**src/rtl/compare_pkg.sv**
```systemverilog
// compare_pkg
//   Shared types and helpers for the compare_tracker slice.
//   rel_t        : 2-bit relation code (NONE=00, LT=01, EQ=10, GT=11).
//   flags_to_rel : packs one-hot lt/eq/gt flags into a rel_t.
package compare_pkg;

    typedef enum logic [1:0] {
        REL_NONE = 2'b00,
        REL_LT   = 2'b01,
        REL_EQ   = 2'b10,
        REL_GT   = 2'b11
    } rel_t;

    // All-zero flags, as seen straight out of reset, map to REL_NONE.
    function automatic rel_t flags_to_rel(input logic lt, input logic eq, input logic gt);
        rel_t r;
        r = REL_NONE;
        if (lt)
            r = REL_LT;
        else if (eq)
            r = REL_EQ;
        else if (gt)
            r = REL_GT;
        return r;
    endfunction

endpackage

```
**src/rtl/compare_tracker_rel_debounce.sv**
```systemverilog
// rel_debounce
//   Debounces a stream of relation samples. The stable relation only moves
//   to a new value after PERSIST consecutive valid samples agree on it.
//   Idle cycles (sample_valid=0) hold all state, so gaps do not break a run.
// Ports:
//   clk            : clock, rising edge
//   reset_n        : synchronous active-low reset
//   sample_valid   : sample_rel is meaningful this cycle
//   sample_rel     : relation sample
//   clear          : synchronous flush; wins over a same-cycle sample
//   stable_rel     : debounced relation (REL_NONE after reset/clear)
//   stable_changed : one-cycle pulse when stable_rel takes a new value
module rel_debounce
    import compare_pkg::*;
#(
    parameter int PERSIST = 4
) (
    input  logic clk,
    input  logic reset_n,
    input  logic sample_valid,
    input  rel_t sample_rel,
    input  logic clear,
    output rel_t stable_rel,
    output logic stable_changed
);

    localparam int CNT_W = (PERSIST > 1) ? $clog2(PERSIST + 1) : 1;
    // cnt value that, once matched again, completes a run.
    localparam logic [CNT_W-1:0] CNT_LAST = CNT_W'(PERSIST - 1);

    rel_t             cand;
    rel_t             cand_nxt;
    rel_t             stable_nxt;
    logic [CNT_W-1:0] cnt;
    logic [CNT_W-1:0] cnt_nxt;
    logic             changed_nxt;

    always_ff @(posedge clk) begin
        if (!reset_n) begin
            stable_rel     <= REL_NONE;
            cand           <= REL_NONE;
            cnt            <= '0;
            stable_changed <= 1'b0;
        end else begin
            stable_rel     <= stable_nxt;
            cand           <= cand_nxt;
            cnt            <= cnt_nxt;
            stable_changed <= changed_nxt;
        end
    end

    // cand/cnt describe the run in progress of a relation that differs from
    // stable_rel. A sample matching stable_rel, or a different relation,
    // abandons that run.
    always_comb begin
        stable_nxt  = stable_rel;
        cand_nxt    = cand;
        cnt_nxt     = cnt;
        changed_nxt = 1'b0;

        if (clear) begin
            stable_nxt = REL_NONE;
            cand_nxt   = REL_NONE;
            cnt_nxt    = '0;
        end else if (sample_valid) begin
            if (sample_rel == stable_rel) begin
                cand_nxt = REL_NONE;
                cnt_nxt  = '0;
            end else if (sample_rel == cand) begin
                if (cnt == CNT_LAST) begin
                    stable_nxt  = sample_rel;
                    cand_nxt    = REL_NONE;
                    cnt_nxt     = '0;
                    changed_nxt = 1'b1;
                end else begin
                    cnt_nxt = cnt + 1'b1;
                end
            end else if (PERSIST == 1) begin
                // A single disagreeing sample is already a full run.
                stable_nxt  = sample_rel;
                cand_nxt    = REL_NONE;
                cnt_nxt     = '0;
                changed_nxt = 1'b1;
            end else begin
                cand_nxt = sample_rel;
                cnt_nxt  = CNT_W'(1);
            end
        end
    end

endmodule

```
**src/rtl/compare_tracker.sv**
```systemverilog
// compare_tracker
//   Registered magnitude comparator (unsigned or two's complement) followed
//   by a relation debouncer that filters out single-sample glitches.
// Ports:
//   clk            : clock, rising edge
//   reset_n        : synchronous active-low reset
//   in_valid       : a, b and signed_mode are sampled this cycle
//   a, b           : WIDTH-bit operands
//   signed_mode    : 1 = two's-complement compare, 0 = unsigned
//   clear          : flushes the debouncer only; compare stage unaffected
//   out_valid      : lt/eq/gt were loaded on the previous edge
//   lt, eq, gt     : registered a<b, a==b, a>b (hold when no new sample)
//   stable_rel     : debounced relation, NONE=00 LT=01 EQ=10 GT=11
//   stable_changed : one-cycle pulse when stable_rel changes
module compare_tracker
    import compare_pkg::*;
#(
    parameter int WIDTH   = 8,
    parameter int PERSIST = 4
) (
    input  logic             clk,
    input  logic             reset_n,
    input  logic             in_valid,
    input  logic [WIDTH-1:0] a,
    input  logic [WIDTH-1:0] b,
    input  logic             signed_mode,
    input  logic             clear,
    output logic             out_valid,
    output logic             lt,
    output logic             eq,
    output logic             gt,
    output logic [1:0]       stable_rel,
    output logic             stable_changed
);

    logic lt_c;
    logic eq_c;
    logic gt_c;
    rel_t stage1_rel;
    rel_t stable_rel_q;

    always_comb begin
        lt_c = 1'b0;
        gt_c = 1'b0;
        if (signed_mode) begin
            lt_c = $signed(a) < $signed(b);
            gt_c = $signed(a) > $signed(b);
        end else begin
            lt_c = a < b;
            gt_c = a > b;
        end
    end

    assign eq_c = (a == b);

    // Flags keep their last value on idle cycles; only out_valid drops.
    always_ff @(posedge clk) begin
        if (!reset_n) begin
            out_valid <= 1'b0;
            lt        <= 1'b0;
            eq        <= 1'b0;
            gt        <= 1'b0;
        end else begin
            out_valid <= in_valid;
            if (in_valid) begin
                lt <= lt_c;
                eq <= eq_c;
                gt <= gt_c;
            end
        end
    end

    assign stage1_rel = flags_to_rel(lt, eq, gt);

    rel_debounce #(
        .PERSIST(PERSIST)
    ) u_debounce (
        .clk           (clk),
        .reset_n       (reset_n),
        .sample_valid  (out_valid),
        .sample_rel    (stage1_rel),
        .clear         (clear),
        .stable_rel    (stable_rel_q),
        .stable_changed(stable_changed)
    );

    assign stable_rel = stable_rel_q;

endmodule

```
**config.mk**
```make
export PLATFORM = sky130hd
export DESIGN_NAME = compare_tracker
export DESIGN_NICKNAME = d
export VERILOG_FILES = /design/src/rtl/compare_pkg.sv /design/src/rtl/compare_tracker_rel_debounce.sv /design/src/rtl/compare_tracker.sv
export SDC_FILE = /design/constraint.sdc
export NUM_CORES = 1
export LEC_CHECK = 0
export ABC_CLOCK_PERIOD_IN_PS = 5650
export CELL_PAD_IN_SITES_DETAIL_PLACEMENT = 1
export CELL_PAD_IN_SITES_GLOBAL_PLACEMENT = 2
export CORE_MARGIN = 2
export CORE_UTILIZATION = 26
export CTS_CLUSTER_DIAMETER = 150
export DETAILED_ROUTE_END_ITERATION = 7
export GPL_TIMING_DRIVEN = 0
export HOLD_SLACK_MARGIN = 0.02
export PLACE_DENSITY = 0.9
export RECOVER_POWER = 25
export REMOVE_ABC_BUFFERS = 1
export SETUP_SLACK_MARGIN = 0.5
export SYNTH_ARGS = -nofsm -noshare
export SYNTH_HDL_FRONTEND = slang
export SYNTH_SLANG_ARGS = --single-unit
```
**constraint.sdc**
```tcl
create_clock -name clk -period 5.65 [get_ports clk]
set_input_delay 1.4125 -clock clk [delete_from_list [all_inputs] [get_ports clk]]
set_output_delay 1.4125 -clock clk [all_outputs]
set_load 0.05 [all_outputs]
```
After elaboration in Yosys (flattened, before gate mapping)
Index checks and enable logic that the tools add are counted.
{"block": "totals", "register_bits": 12, "memories": 0, "inputBits": 21, "latchBits": 0, "mem_bits_ro": 0, "ramBits": 0}
{"block": "op_classes", "n_bitwise": 4, "div": 0, "order_cmp": 4, "n_mul": 0, "n_reduce_logical": 4, "addsub": 1, "shifts": 0, "n_mux": 12, "n_eq_ne": 5}
{"operator": "8-bit greater-than comparator", "count": 2}
{"operator": "8-bit less-than comparator", "count": 2}
{"operator": "2-bit two-way mux", "count": 6}
{"operator": "3-bit two-way mux", "count": 3}
{"operator": "8-bit equality test", "count": 1}
{"operator": "5-bit OR reduction", "count": 1}
{"operator": "2-bit equality test", "count": 2}
{"operator": "1-bit inverter", "count": 4}
{"operator": "4-bit AND reduction", "count": 1}
{"operator": "3-bit by 1-bit adder with 3-bit output (second input constant)", "count": 1}
{"operator": "3-bit by 2-bit equality test with 1-bit output (second input constant)", "count": 1}
{"operator": "1-bit two-way mux", "count": 3}
{"operator": "3-bit by 2-bit != test with 1-bit output (second input constant)", "count": 1}
{"operator": "2-bit AND reduction", "count": 1}
{"operator": "2-bit OR reduction", "count": 1}

Logic depth before layout (Yosys ltp)
Gate-level depths: netlist of run 1.
{"block": "depth", "depth_word": 6, "mapped_depth": 7, "depth_no_buf": 7}

By module
A second synthesis of run 1 with hierarchy kept.
{"block": "hier_totals", "hier_cells": 90, "hier_area_um2": 799.5}
{"module": "rel_debounce", "instances": 1, "cells_per_inst": 41, "area_per_inst_um2": 406.6}
{"module": "compare_tracker", "instances": 1, "cells_per_inst": 49, "area_per_inst_um2": 392.9}

Worst setup path before layout of run 1
No wires, ideal clock.
{"block": "synth_path", "path_type": "input to register", "startpoint": "input port b[5]", "endpoint": "register gt", "setup_slack_ns": 2.985, "n_path_buf": 0, "setup_time_ns": 0.106, "required_ns": 5.544, "t_arrival_ns": 2.559, "cell_stages": 7, "cell_sequence": "inv_1 -> ha_1 -> a21oi_1 -> nor2_1 -> a211oi_1 -> nand2_1 -> o311ai_0"}
{"block": "synth_between", "elab_chain_cells": 2, "word_cells_on_any_way": 3, "cone_classes": "2 x order compare; 1 x mux"}
{"element": "from (decl)", "line_no": "compare_tracker.sv:25", "rtl": "input logic [WIDTH-1:0] b,"}
{"element": "8-bit greater-than comparator, on equally long branches", "line_no": "compare_tracker.sv:50, compare_tracker.sv:47"}
{"element": "1-bit two-way mux (*)", "line_no": "compare_tracker.sv:45", "rtl": "if (signed_mode) begin"}
{"element": "to (signal assigned)", "line_no": "compare_tracker.sv:68", "rtl": "gt <= gt_c;"}
{"element": "to (decl)", "line_no": "compare_tracker.sv:31", "rtl": "output logic gt,"}
Every way passes the cells marked *; elsewhere a longest branch is shown, timed or not.
A chain may end at the register's enable or synchronous reset.

Worst setup path in the final report of run 1
{"block": "layout_path", "startpoint": "register lt", "endpoint": "output port lt"}
{"element": "from (decl)", "line_no": "compare_tracker.sv:29", "rtl": "output logic lt,"}
{"element": "from (signal assigned)", "line_no": "compare_tracker.sv:66", "rtl": "lt <= lt_c;"}
No word-level cell between the ends.

==> run_results.csv, run 1 <==
group,metric,value,unit
global_routing,grt_pass1_wl,3550,um
floorplan,die_height,59.8,um
setup_path,max_stage_delay,0.87,ns
finish,stdcell_count,162,
clocking,cts-root-buf,"clkbuf_4",
clocking,cts_tree,"yes",
sta,tightest_slew,0.571,ns
setup_path,path_class,"reg -> out",
setup_path,cp.required,4.24,ns
setup_path,slowest_stage,"clkdlybuf4s50_1",
finish,layout_common_cells,"26 x clkdlybuf4s50_1, 12 x inv_1, 12 x nand2_1, 12 x dfxtp_1, 9 x ha_1",
synth,synth.cell_area,808,sq um
clocking,clkTransAtPathRegs,0.09,ns
global_routing,grt_max_degree,10,
synth,synth_top_area_frac,0.297,
setup_path,cp.depth,1,
synth,avgSynthCellArea,8.25,sq um
setup_path,crit_family,"buffers and inverters",
synth,yosysWarnings,0,
clocking,post_cts_resized,0,
setup_path,worst-path-buf-inv,1,
placed_design,hpwl,1770,um
pwr,p_total,0.227,mW
synth,synth_edf_count,0,
floorplan,die_area,3570,sq um
sta,holdWs,0.428,ns
job,drv_cap,0,
setup_path,r2r_end,"u_debounce.stable_rel[1]$_SDFFE_PP0P_",
sta,clock.fmax,0.328,GHz
min_path,worst_hold_path_type,"reg -> reg",
synth,yosysTopAreaCell,"dfxtp_1",
global_routing,grt_pass1_vias,878,
routing,dr.pass1.iters,2,
routing,avgViaCountPerCell,5.05,
clocking,clk_latency,0.28,ns
finish,layout_commonest_cell,"clkdlybuf4s50_1",
synth,synthTopCellsByArea,"dfxtp_1 30%, ha_1 14%, inv_1 5.6%, nand2_1 5.6%, a21oi_1 3.1%",
global_routing,antenna_found_initial,0,
pwr,ir_worst_vdd,0.0000543,V
sta,setup_viol,0,
setup_path,crit_start,"lt$_SDFFE_PN0P_",
floorplan,die_w,59.8,um
finish,syn2layout_area_growth,43.0,%
global_routing,gr-total-overflow,0,
synth,synth_ff_type,"dfxtp_1",
setup_path,endpoint,"lt",
synth,ys_ff_latch,12,
sta,finalHoldViolCount,0,
setup_path,path_cells,"clkdlybuf4s50_1",
synth,synthArstFlopShare,0,
floorplan,placementRows,20,
setup_path,worstPathMaxFanout,9,
clocking,cts_max_path_buffers,2,
sta,fin_skew,0.00689,ns
sta,drv_slew,0,
setup_path,cp-start-kind,"flip-flop",
clocking,post_cts_buffers,0,
sta,min_period,3.05,ns
setup_path,crit_arrival,1.64,ns
floorplan,initial_core_util,0.269,
routing,vias,818,
sta,rsz0062_at_grt,"false",
pwr,power.density,196,nW/um^2
floorplan,num_io_pins,28,
routing,drtIter0Drc,7,
synth,ys_seq_area_frac,0.297,
clocking,clock-sinks,12,
routing,detail-route-antenna-nets,0,
pwr,p_leak,0.493,nW
routing,routedWlPerCell,12.7,um
finish,fill_cells,377,
global_routing,grt_use_total,0.128,
clocking,cts_hold_repair.buffers,0,
run_status,status,"finished, final reports clean",
placed_design,placed_cells,158,
placed_design,routabilityCongestion,0.734,
sta,slew_headroom,0.618,
finish,diodes,0,
synth,synth.distinct_cells,31,
routing,drc,0,
synth,syn_inst,98,
floorplan,core-area,3000,sq um
clocking,cts_inserted_buffers,3,
setup_path,reg2reg_depth,5,
clocking,cts.htree.levels,1,
sta,timing.final.crit_share,0.539,
finish,final_nets,160,
setup_path,critPathCaptureType,"primary output",
finish,drive_above_1_share,0.0775,
setup_path,rrSetupSlack,3.62,ns
setup_path,r2r_start,"eq$_SDFFE_PN0P_",
routing,drt_wl_total,2060,um
sta,setup-tns-final,0,ns
placed_design,io_buffers,27,
[worst min path at each step]
stage / startpoint / endpoint / slack [ns] / cells after the start
global route: u_debounce.cnt[2]$_SDFFE_PP0P_ / u_debounce.cnt[2]$_SDFFE_PP0P_ / 0.47 / 2
detailed placement: u_debounce.cnt[2]$_SDFFE_PP0P_ / u_debounce.cnt[2]$_SDFFE_PP0P_ / 0.42 / 2
CTS: u_debounce.cnt[2]$_SDFFE_PP0P_ / u_debounce.cnt[2]$_SDFFE_PP0P_ / 0.43 / 2
global placement: u_debounce.cnt[2]$_SDFFE_PP0P_ / u_debounce.cnt[2]$_SDFFE_PP0P_ / 0.41 / 2
floorplan: u_debounce.cnt[2]$_SDFFE_PP0P_ / u_debounce.cnt[2]$_SDFFE_PP0P_ / 0.41 / 2
finish: u_debounce.cnt[2]$_SDFFE_PP0P_ / u_debounce.cnt[2]$_SDFFE_PP0P_ / 0.43 / 2
[final cells by class]
| class | count | area (sq um) | share of cell area |
|---|---|---|---|
| clock buffers | 4 | 36.3 | 0.0314 |
| well taps | 33 | 41.3 | 0.0357 |
| flip-flops and latches | 12 | 240 | 0.208 |
| multi-input cells | 74 | 523 | 0.452 |
| repair buffers | 27 | 270 | 0.234 |
| inverters | 12 | 45.0 | 0.0390 |
[kinds of logic (layout without fill, tap and decap cells)]
kind of cell | count (synthesis) | after routing | synth area share
AOI/OAI and AO/OA | 25 | 25 | 0.215
adders and majority gates | 9 | 9 | 0.139
buffers and inverters | 12 | 43 | 0.0557
DFF | 12 | 12 | 0.297
muxes | 4 | 4 | 0.0526
and+or+nand+nor | 36 | 36 | 0.240
[stage by stage]
stage | instance area [sq um] | utilization | setup WS, ns
floorplan | 808 | - | 2.99
global route | 1160 | 0.385 | 2.41
global placement | 1120 | 0.373 | 2.39
finish | 1160 | 0.385 | 2.60
CTS | 1160 | 0.385 | 2.59
detailed placement | 1120 | 0.373 | 2.31
[per-layer routing]
layer	part of all wire	up-vias	global-route usage	routed length (um)
met5	0	-	0	0
met3	0.044	0	0.0260	91
met4	0	0	0.0381	0
met1	0.42	377	0.129	856
li1	-	420	-	-
met2	0.54	21	0.256	1110
[registers in the layout, indices dropped and copies added (netlist names)]
signal,count
out_valid,1
u_debounce.cand,2
u_debounce.cnt,3
gt,1
eq,1
lt,1
u_debounce.stable_rel,2
u_debounce.stable_changed,1
[report_power, final]
group	switching [mW]	total [mW]	leakage (nW)	internal, mW
registers	0.00413	0.0911	0.0976	0.0869
logic	0.0329	0.0653	0.375	0.0325
clock network	0.0311	0.0702	0.0210	0.0391
[cell usage after synthesis, drive strengths merged (3+ instances only)]
library cell,n
nor2b,3
ha,9
inv,12
nor2,5
a31oi,3
dfxtp,12
nand2,12
a21oi,6
o21ai,4
nand4,3
nand3,4
nand2b,3
Power figures use the tool's default switching activity.
==> inputs of run 2 (changes only) <==
--- a/config.mk
+++ b/config.mk
@@ -5,16 +5,16 @@
 export SDC_FILE = /design/constraint.sdc
 export NUM_CORES = 1
 export LEC_CHECK = 0
-export ABC_CLOCK_PERIOD_IN_PS = 5650
+export ABC_CLOCK_PERIOD_IN_PS = 3200
 export CELL_PAD_IN_SITES_DETAIL_PLACEMENT = 1
 export CELL_PAD_IN_SITES_GLOBAL_PLACEMENT = 2
 export CORE_MARGIN = 2
-export CORE_UTILIZATION = 26
+export CORE_UTILIZATION = 24
 export CTS_CLUSTER_DIAMETER = 150
 export DETAILED_ROUTE_END_ITERATION = 7
 export GPL_TIMING_DRIVEN = 0
 export HOLD_SLACK_MARGIN = 0.02
-export PLACE_DENSITY = 0.9
+export PLACE_DENSITY = 0.84
 export RECOVER_POWER = 25
 export REMOVE_ABC_BUFFERS = 1
 export SETUP_SLACK_MARGIN = 0.5
==> constraint.sdc (replaced) <==
create_clock -name clk -period 3.2 [get_ports clk]
set_input_delay 0.8 -clock clk [delete_from_list [all_inputs] [get_ports clk]]
set_output_delay 0.8 -clock clk [all_outputs]
set_load 0.05 [all_outputs]
==> run 2 against run 1 <==
Core utilization shrank 3.5 points. Via count grew 1.5%. Largest cell class unchanged. Clock-buffer cell count shrank 1. Setup slack lost 1.8 ns. Total power grew 60%. Global-route usage shrank 1.3 points. Register-to-register slack lost 2.6 ns. Sequential power grew 77%.
==> run_results.csv, run 2 (synthesis gave the netlist of run 1 again) <==
group,metric,value,unit
run_status,status,"finished, final reports clean",
floorplan,die_w,62.0,um
sta,tightest_slew,0.578,ns
floorplan,core-area,3280,sq um
global_routing,antenna_found_initial,0,
pwr,power.density,317,nW/um^2
min_path,hold_start,"u_debounce.cnt[2]$_SDFFE_PP0P_",
clocking,cts.htree.levels,1,
setup_path,cp-start-kind,"flip-flop",
sta,drv_slew,0,
global_routing,grt_max_degree,10,
pwr,p_total,0.364,mW
routing,vias,830,
sta,clock.fmax,0.410,GHz
global_routing,gr-total-overflow,0,
finish,fin_util,0.350,
setup_path,r2r_start,"eq$_SDFFE_PN0P_",
sta,setup-tns-final,0,ns
placed_design,placed_cells,171,
clocking,post_cts_resized,0,
setup_path,crit_family,"buffers and inverters",
global_routing,grt_pass1_wl,3280,um
routing,detail-route-antenna-nets,0,
sta,slew_headroom,0.613,
routing,drt_wl_total,2070,um
clocking,cts_tree,"yes",
placed_design,hpwl,1720,um
sta,timing.final.crit_share,0.762,
clocking,cts_max_path_buffers,2,
routing,dr.pass1.iters,4,
clocking,clock-sinks,12,
finish,drive_above_1_share,0.0547,
setup_path,worst-path-buf-inv,1,
setup_path,path_cells,"clkdlybuf4s50_1",
setup_path,cp.required,2.40,ns
clocking,cts_inserted_buffers,3,
routing,avgViaCountPerCell,4.77,
pwr,p_leak,0.484,nW
clocking,post_cts_buffers,0,
finish,stdcell_count,174,
finish,largest_reg_flops,3,
finish,layout_commonest_cell,"clkdlybuf4s50_1",
setup_path,crit_start,"lt$_SDFFE_PN0P_",
setup_path,slowest_stage,"clkdlybuf4s50_1",
clocking,clk_latency,0.26,ns
clocking,cts_hold_repair.buffers,0,
floorplan,num_io_pins,28,
job,drv_cap,0,
placed_design,io_buffers,27,
setup_path,path_class,"reg -> out",
routing,drtIter0Drc,37,
setup_path,worstPathMaxFanout,9,
setup_path,max_stage_delay,0.87,ns
floorplan,die_area,3850,sq um
setup_path,crit_arrival,1.64,ns
floorplan,placementRows,21,
sta,finalHoldViolCount,0,
clocking,clkTransAtPathRegs,0.07,ns
sta,setup_viol,0,
pwr,ir_worst_vdd,0.0000881,V
finish,final_nets,160,
sta,rsz0062_at_grt,"false",
min_path,worst_hold_path_type,"reg -> reg",
clocking,cts-root-buf,"clkbuf_4",
sta,fin_skew,0.00525,ns
finish,fill_cells,416,
finish,layout_common_cells,"25 x clkdlybuf4s50_1, 12 x inv_1, 12 x nand2_1, 12 x dfxtp_1, 9 x ha_1",
finish,regMostFlops,"u_debounce.cnt",
setup_path,critPathCaptureType,"primary output",
floorplan,die_height,62.0,um
routing,drc,0,
global_routing,grt_pass1_vias,810,
sta,min_period,2.44,ns
floorplan,initial_core_util,0.246,
finish,largestRegisters,"u_debounce.cnt x3, u_debounce.cand x2, u_debounce.stable_rel x2",
finish,syn2layout_area_growth,42.1,%
finish,diodes,0,
global_routing,grt_use_total,0.115,
placed_design,routabilityCongestion,0.748,
routing,routedWlPerCell,11.9,um
run 2: changes by cell type in the layout (fill, tap and decap cells not counted), sizes merged:
| cell | change |
|---|---|
| clkbuf | -1 |
| clkdlybuf4s50 | -1 |
| dlygate4sd3 | +1 |
run 2: final cells by class:
cell class	count	area, sq um	area share
Multi-Input combinational cell	74	513	0.447
Tap cell	46	57.6	0.0501
Timing Repair Buffer	27	270	0.235
Inverter	12	45.0	0.0392
Clock buffer	3	22.5	0.0196
Sequential cell	12	240	0.209
run 2: power breakdown:
group	total, mW	switching (mW)	internal [mW]	leakage, nW
Clock	0.0893	0.0459	0.0434	0.0138
Combinational	0.113	0.0568	0.0564	0.373
Sequential	0.161	0.00768	0.154	0.0976
run 2: path summary, 6_finish.rpt:
check | endpoint | slack, ns | cells past startpoint
worst max-delay path | lt | 0.76 | 1
worst min-delay path | u_debounce.cnt[2]$_SDFFE_PP0P_ | 0.44 | 2
worst max register to register | u_debounce.stable_rel[0]$_SDFFE_PP0P_ | 1.01 | 5
worst min register to register | u_debounce.cnt[2]$_SDFFE_PP0P_ | 0.44 | 2
run 2: metrics by stage:
stage | instance area, sq um | setup slack (ns) | hold WS [ns]
global route | 1150 | 0.640 | 0.465
finish | 1150 | 0.762 | 0.439
CTS | 1160 | 0.750 | 0.441
global placement | 1140 | 0.548 | 0.415
detailed placement | 1140 | 0.513 | 0.431
floorplan | 808 | 1.00 | 0.407
run 2: routing by layer:
layer  up-vias  track usage  part of all wire
li1        419            -                 -
met1       386        0.117              0.42
met2        23        0.228              0.53
met3         2       0.0166             0.052
met4         0       0.0456            0.0039
met5         -            0                 0
